<file path="config.mk">
export PLATFORM = sky130hd
export DESIGN_NAME = stall_ctrl
export DESIGN_NICKNAME = d
export VERILOG_FILES = /design/src/rtl/stall_ctrl_pkg.sv /design/src/rtl/stall_ctrl_md_busy_fsm.sv /design/src/rtl/stall_ctrl.sv
export SDC_FILE = /design/constraint.sdc
export NUM_CORES = 1
export LEC_CHECK = 0
export ABC_CLOCK_PERIOD_IN_PS = 2100
export CAP_MARGIN = 10
export CORE_UTILIZATION = 47
export DETAILED_ROUTE_END_ITERATION = 8
export PLACE_DENSITY = 0.83
export SLEW_MARGIN = 20
export SYNTH_ARGS = -nofsm -noshare
export SYNTH_HDL_FRONTEND = slang
export SYNTH_SLANG_ARGS = --single-unit
export TNS_END_PERCENT = 30
</file>
<file path="constraint.sdc">
create_clock -name clk -period 2.1 [get_ports clk]
set_input_delay 0.21 -clock clk [delete_from_list [all_inputs] [get_ports clk]]
set_output_delay 0.21 -clock clk [all_outputs]
set_load 0.005 [all_outputs]
</file>
<file path="src/rtl/stall_ctrl_pkg.sv">
// ============================================================================
//  Module : stall_ctrl_pkg
//  Desc   : Shared MDU op codes, Tuse encoding and MDU FSM state type.
//  Rev    : 1.0  initial release
// ============================================================================
`default_nettype none

package stall_ctrl_pkg;

  localparam logic [1:0] MD_MULT   = 2'd0;
  localparam logic [1:0] MD_MULTU  = 2'd1;
  localparam logic [1:0] MD_DIV    = 2'd2;
  localparam logic [1:0] MD_DIVU   = 2'd3;

  localparam logic [1:0] TUSE_NONE = 2'd3;

  typedef enum logic [0:0] {
    MD_IDLE = 1'b0,
    MD_BUSY = 1'b1
  } md_state_e;

  function automatic logic is_div_op(input logic [1:0] op);
    return (op == MD_DIV) || (op == MD_DIVU);
  endfunction

endpackage

`default_nettype wire

</file>
<file path="src/rtl/stall_ctrl_md_busy_fsm.sv">
// ============================================================================
//  Module : md_busy_fsm
//  Desc   : MDU busy tracker: IDLE/BUSY FSM with down-counter and done pulse.
//  Rev    : 1.0  initial release
// ============================================================================
`default_nettype none

module md_busy_fsm
  import stall_ctrl_pkg::*;
#(
  parameter int MULT_CYCLES = 5,
  parameter int DIV_CYCLES  = 10
) (
  input  logic       clk,
  input  logic       reset,
  input  logic       i_start,
  input  logic [1:0] i_op,
  output logic       o_busy,
  output logic       o_done
);

  localparam int c_MAX_CYC = (MULT_CYCLES > DIV_CYCLES) ? MULT_CYCLES : DIV_CYCLES;
  localparam int c_CW      = $clog2(c_MAX_CYC + 1);

  md_state_e         r_state;
  md_state_e         w_state_nxt;
  logic [c_CW-1:0]   r_cnt;
  logic [c_CW-1:0]   w_cnt_nxt;
  logic              r_done;
  logic              w_done_nxt;

  always_ff @(posedge clk or negedge reset) begin
    if (!reset) begin
      r_state <= MD_IDLE;
      r_cnt   <= '0;
      r_done  <= 1'b0;
    end else begin
      r_state <= w_state_nxt;
      r_cnt   <= w_cnt_nxt;
      r_done  <= w_done_nxt;
    end
  end

  // A start seen while BUSY is dropped: state and count are left untouched.
  always_comb begin
    w_state_nxt = r_state;
    w_cnt_nxt   = r_cnt;
    w_done_nxt  = 1'b0;
    case (r_state)
      MD_IDLE: begin
        if (i_start) begin
          w_cnt_nxt   = is_div_op(i_op) ? c_CW'(DIV_CYCLES) : c_CW'(MULT_CYCLES);
          w_state_nxt = MD_BUSY;
        end
      end
      MD_BUSY: begin
        w_cnt_nxt = r_cnt - c_CW'(1);
        if (r_cnt == c_CW'(1)) begin
          w_state_nxt = MD_IDLE;
          w_done_nxt  = 1'b1;
        end
      end
      default: begin
        w_state_nxt = MD_IDLE;
      end
    endcase
  end

  assign o_busy = (r_state == MD_BUSY);
  assign o_done = r_done;

endmodule

`default_nettype wire

</file>
<file path="src/rtl/stall_ctrl.sv">
// ============================================================================
//  Module : stall_ctrl
//  Desc   : Hazard detection, MDU sequencing stall and stall-cycle counter.
//  Rev    : 1.0  initial release
// ============================================================================
`default_nettype none

module stall_ctrl
  import stall_ctrl_pkg::*;
#(
  parameter int MULT_CYCLES = 5,
  parameter int DIV_CYCLES  = 10,
  parameter int CNT_W       = 32
) (
  input  logic             clk,
  input  logic             reset,
  input  logic [4:0]       D_rs,
  input  logic [4:0]       D_rt,
  input  logic [1:0]       D_Tuse_rs,
  input  logic [1:0]       D_Tuse_rt,
  input  logic [4:0]       E_A3,
  input  logic [1:0]       E_Tnew,
  input  logic [4:0]       M_A3,
  input  logic [1:0]       M_Tnew,
  input  logic             D_is_md,
  input  logic             E_md_start,
  input  logic [1:0]       E_md_op,
  output logic             PC_WrEn,
  output logic             FD_WrEn,
  output logic             DE_flush,
  output logic             md_busy,
  output logic             md_done,
  output logic [CNT_W-1:0] stall_cnt
);

  logic             w_md_busy;
  logic             w_md_done;
  logic             w_haz_rs;
  logic             w_haz_rt;
  logic             w_haz_md;
  logic             w_stall;
  logic [CNT_W-1:0] r_stall_cnt;

  md_busy_fsm #(
    .MULT_CYCLES (MULT_CYCLES),
    .DIV_CYCLES  (DIV_CYCLES)
  ) u_md_busy_fsm (
    .clk     (clk),
    .reset   (reset),
    .i_start (E_md_start),
    .i_op    (E_md_op),
    .o_busy  (w_md_busy),
    .o_done  (w_md_done)
  );

  // $0 is hardwired, so a zero source index can never be a real dependency.
  assign w_haz_rs = (D_rs != 5'd0) && (D_Tuse_rs != TUSE_NONE) &&
                    (((D_rs == E_A3) && (E_Tnew > D_Tuse_rs)) ||
                     ((D_rs == M_A3) && (M_Tnew > D_Tuse_rs)));

  assign w_haz_rt = (D_rt != 5'd0) && (D_Tuse_rt != TUSE_NONE) &&
                    (((D_rt == E_A3) && (E_Tnew > D_Tuse_rt)) ||
                     ((D_rt == M_A3) && (M_Tnew > D_Tuse_rt)));

  assign w_haz_md = D_is_md && (w_md_busy || E_md_start);
  assign w_stall  = w_haz_rs || w_haz_rt || w_haz_md;

  always_ff @(posedge clk or negedge reset) begin
    if (!reset) begin
      r_stall_cnt <= '0;
    end else if (w_stall && !(&r_stall_cnt)) begin
      r_stall_cnt <= r_stall_cnt + CNT_W'(1);
    end
  end

  // Outputs are held in the "advance" state for as long as reset is low.
  assign PC_WrEn   = !reset || !w_stall;
  assign FD_WrEn   = !reset || !w_stall;
  assign DE_flush  = reset && w_stall;
  assign md_busy   = w_md_busy;
  assign md_done   = w_md_done;
  assign stall_cnt = r_stall_cnt;

endmodule

`default_nettype wire

</file>
After elaboration in Yosys (flattened, before gate mapping)
Index checks and enable logic that the tools add are counted.

word-level totals
  register bits = 38
  output and inout bits = 37
  word-level logic and storage cells = 53

operators by class
  add/subtract/negate cells = 2
  order comparisons = 4
  equal/unequal tests = 10
  multiplexer cells = 8
  bitwise logic cells = 1
  reduce and logical (&&, ||, !) cells = 24

operators by type and width
  kind                                                                number
  32-bit by 1-bit adder with 32-bit output, second input constant     1
  32-bit AND reduction                                                1
  5-bit == test                                                       4
  1-bit logical AND                                                   11
  5-bit nonzero test                                                  2
  2-bit > comparator                                                  4
  4-bit two-way mux                                                   2
  4-bit case mux with 2 select lines                                  1
  1-bit logical OR                                                    7
  2-bit != test, second input constant                                3
  2-bit == test, second input constant                                2
  4-bit by 1-bit == test with 1-bit output, second input constant     1
  1-bit two-way mux                                                   4
  4-bit by 1-bit subtractor with 4-bit output, second input constant  1
  1-bit zero test                                                     3
  1-bit case mux with 2 select lines                                  1
  1-bit inverter                                                      1

Logic depth before layout (Yosys ltp)
  depth in word-level cells = 8
  gate-level depth with buffers = 11

Cells and area by module
A second synthesis with hierarchy kept.

unflattened totals
  cells, all modules = 247
  area, all modules = 2517.4 um2

by module, submodules not included
  module       instances  cells an instance  area an instance (um2)  seq. area each (um2)
  stall_ctrl   1          216                2187.1                  800.8
  md_busy_fsm  1          31                 330.3                   150.1

Worst setup path after synthesis
Ideal clock, no wire load.

  path kind = input to output
  from = input D_Tuse_rs[1]
  to = output PC_WrEn
  arrival time = 1.799 ns
  required time = 1.890 ns
  path slack = 0.091 ns
  stages = 11
  cell sequence = inv_1 -> ha_1 -> nand2_1 -> nand4_1 -> nor4_1 -> o221ai_1 -> nand3_1 -> buf_2 -> and2_1 -> inv_1 -> buf_4

between the ends
  cells in the longest elaborated chain, start to end = 8
  elaborated cells on any way between the ends = 12
  those cells by class = order compare: 2; eq/ne: 1; reduce/logical: 9

RTL lines
  element                                RTL line                            text
  start, declared                        stall_ctrl.sv:19                    input logic [1:0] D_Tuse_rs,
  2-bit > comparator (on tied branches)  stall_ctrl.sv:58, stall_ctrl.sv:59
  1-bit logical AND (on tied branches)   stall_ctrl.sv:58, stall_ctrl.sv:59
  1-bit logical OR                       stall_ctrl.sv:58                    (((D_rs == E_A3) && (E_Tnew > D_Tuse_rs)) ||
  1-bit logical AND *                    stall_ctrl.sv:57                    assign w_haz_rs = (D_rs != 5'd0) && (D_Tuse_rs != TUSE_NONE) &&
  1-bit logical OR * (2 in a row)        stall_ctrl.sv:66                    assign w_stall = w_haz_rs || w_haz_rt || w_haz_md;
  1-bit zero test *                      -
  1-bit logical OR *                     -
  end, declared                          stall_ctrl.sv:28                    output logic PC_WrEn,

Every way passes the cells marked *; elsewhere a longest branch is shown, timed or not.

Worst setup path after layout
  from = register r_stall_cnt[12], in the netlist stall_cnt[12]
  to = register r_stall_cnt[29], in the netlist stall_cnt[29]

between the ends
  cells in the longest elaborated chain, start to end = 3
  elaborated cells on any way between the ends = 4
  those cells by class = add/sub: 1; reduce/logical: 3

RTL lines
  element                                                                                           RTL line          text
  start, declared                                                                                   stall_ctrl.sv:42  logic [CNT_W-1:0] r_stall_cnt;
  start signal, assigned                                                                            stall_ctrl.sv:72  r_stall_cnt <= r_stall_cnt + CNT_W'(1);
  parallel branches: the longest is 3 deep, another holds 32-bit by 1-bit adder with 32-bit output  -

Several ways; the timed one is not identified.
A chain may end at the register's enable or synchronous reset.

==> metrics.md <==
| Metric | Value |
|---|---|
| Core Region | 0.00479 mm² |
| Vias in the first global route | 2274 |
| Startpoint types | register |
| Synthesized flop and latch total | 38 |
| Initial antenna violation count | 1 |
| Seq pwr share | 37.8% |
| Max Cap Viol | 0 |
| Post-DRT Antenna Nets | 0 |
| Ys Warns | 0 |
| Grt ovf | 0 |
| Cell variety after synth | 37 |
| Die ar. | 0.00533 mm² |
| CTS Buf Count | 5 |
| EDFF count, synth | 0 |
| Setup violations, final | 0 |
| Max VDD drop | 631 µV |
| Clk pwr share | 24.7% |
| FMAX | 495 MHz |
| Clk_skew | 0.00653 ns |
| Root buf cell | clkbuf_8 |
| DRC | 0 |
| Mapped cell area | 0.00237 mm² |
| Sequential cell area fraction in the yosys report | 40.1% |
| Worst slack at placement | -0.671 ns |
| Final core utilization | 75.3% |
| Fin crit share | 96.2% |
| Crit Path Max Fanout | 4 |
| Crit path kind | register to register |
| IO Pins | 71 |
| LEAKAGE | 1.57 nW |
| Final Hold Viols | 0 |
| P_int | 1.76 mW |
| Mean area per synthesized cell | 9.60 µm² |
| Reg2reg end | stall_cnt[29] |
| Post-DP HPWL | 4.74 mm |
| P&R area growth vs syn | 51.9% |
| Max clock buf depth | 2 |
| DRT iter0 DRCs | 156 |
| Clk sink count | 38 |
| Count of pins over their slew limit | 0 |
| Worst-Margin Slew | 0.487 ns |
| Routed length per placed instance | 15.8 µm |
| Crit path required time | 2.28 ns |
| Reg-to-reg startpoint | stall_cnt[12] |
| Post-layout net count | 396 |
| First-pass DRT Iterations | 5 |
| R2R Setup Slk | 0.08 ns |
| Largest net degree at the start of global routing | 39 |
| Detail-routed via count per cell | 5.48 |
| Comb pwr share | 37.4% |
| Fin crit period | 2.02 ns |
| Switching Share | 32.2% |
| Layout cells sized above 1 | 24.5% |
| Total number of vias | 2297 |
| Top FF cell, synth | dfrtp_1 |
| Depth of the CTS H-tree | 2 |
| Placer Congestion | 0.844 |
| CP arrival | 2.20 ns |
| R2r worst-path depth | 7 |
| Fin Setup TNS | 0 ns |
| Hold WC Path Type | primary input to asynchronous set/reset pin |
| GRT Total Usage | 25.9% |
| Status | finished, final reports clean |
| Worst-Skew Late Latency | 0.30 ns |
| PortBufs | 69 |
| Die Y | 73.0 µm |
| Ys async rst share | 100% |
| Total power | 2.60 mW |
| CTS clk-pin slew, worst paths | 0.07 ns |
| Setup WS post-layout | 0.0799 ns |
| Final WL | 6.61 mm |
| Relative max-transition margin | 67.5% |
| Row cnt | 25 |
| CTS tree | built |
| Switching pwr | 0.835 mW |
| Initial Util | 49.5% |
| Syn Inst Count | 247 |
| Post-Syn Nets | 292 |
| Global-route wire length before repair | 10.4 mm |
| Die extent in x | 73.0 µm |
| CP Capture Type | register |
| Pwr per Cell Area | 721 mW/mm² |
[metrics by stage]
| stage | instance area, µm² | hold slack (ns) | instances |
|---|---|---|---|
| finish | 3600 | 0.512 | 419 |
| global route | 3600 | 0.540 | 419 |
| CTS | 3530 | 0.511 | 418 |
| detailed placement | 3360 | 0.309 | 410 |
| global placement | 3360 | 0.305 | 410 |
| floorplan | 2370 | -0.0856 | 247 |
[worst max-delay path by stage]
stage / startpoint / endpoint / cells after the start
floorplan: D_Tuse_rs[1] / PC_WrEn / 11
global placement: D_Tuse_rs[1] / PC_WrEn / 11
CTS: stall_cnt[4] / stall_cnt[31] / 7
global route: E_Tnew[0] / FD_WrEn / 11
detailed placement: D_Tuse_rs[1] / stall_cnt[14] / 11
finish: stall_cnt[12] / stall_cnt[29] / 7
[state kept, by name (all words and copies together), names as in the netlist]
name                  cells
stall_cnt                32
u_md_busy_fsm.o_busy      1
u_md_busy_fsm.o_done      1
u_md_busy_fsm.r_cnt       4
[power groups by stage]
stage | registers, mW | clock network [mW] | logic [mW]
finish | 0.983 | 0.642 | 0.972
global route | 1.00 | 0.681 | 1.06
CTS | 0.983 | 0.657 | 0.952
detailed placement | 0.995 | 0 | 0.945
global placement | 0.986 | 0 | 0.909
floorplan | 1.01 | 0 | 0.428
[cell type report]
class	count	area, µm²
inverters	14	52.6
clock buffers	6	82.6
clock inverters	1	30.0
diodes	1	2.50
multi-input cells	187	1460
fillers	321	1180
repair buffers	105	940
flip-flops and latches	38	952
well taps	67	83.8
[Yosys cell counts, types with 2 or more instances]
cell,n,area share (%)
nor4b_1,2,0.74
nand3_1,11,2.3
nand2_1,24,3.8
nor4_2,2,1.1
xnor2_1,38,14
buf_4,2,0.63
ha_1,11,5.8
nand2b_1,2,0.53
clkbuf_1,2,0.32
nand3b_1,2,0.63
nor3_1,7,1.5
nor2_1,10,1.6
and2_1,3,0.79
inv_1,14,2.2
o21ai_0,5,1.1
and3_1,7,1.8
nand4_1,23,6.1
dfrtp_1,38,40
xor2_1,11,4.1
a21oi_1,8,1.7
nor4_1,4,1.1
mux2_2,3,1.4
buf_2,4,0.84
[cells in the final DEF (no fill, tap or decap), types with 6 or more instances in the layout]
cell and instances:
clkdlybuf4s50_1 44, dfrtp_1 37, xnor2_1 35, buf_4 32, nand2_1 24, nand4_1 23
xor2_1 11, nor2_1 10, nand3_1 10, inv_1 9, ha_1 8, dlygate4sd2_1 8
dlymetal6s2s_1 8, and3_1 7, clkbuf_8 6, clkbuf_2 6
[kinds of logic after synthesis]
logic type | after synthesis | synth area share, %
AOI/OAI and AO/OA | 17 | 4.17
and+or+nand+nor | 106 | 26.0
buffers and inverters | 22 | 4.01
muxes | 4 | 1.85
adders and majority gates | 11 | 5.80
xor gates and xnor gates | 49 | 18.1
DFF | 38 | 40.1
[worst max-delay path, stage by stage (launching register included)]
cell and delay [ns]:
dfrtp_1 0.42, nand2_1 0.13, nor4_4 0.33, buf_4 0.16
or3b_4 0.40, nor3_1 0.24, nand2_1 0.10, xnor2_1 0.13
[per-layer routing]
layer,track usage [%],vias up,wire length (µm)
li1,-,1081,-
met1,32.4,1121,2840
met2,42.9,77,3310
met3,4.97,18,309
met4,12.2,0,160
met5,0,-,0
[repair_timing]
action / 4_1_cts / 5_1_grt
pin swaps: 14 / 16
setup endpoints to repair: 35 / 22
resized for setup: 35 / 38
hold buffers: 1 / 0
hold endpoints to repair: 38 / 0
setup buffers: 1 / 0
cloned: 0 / 0
(Power assumes the default switching activity.)
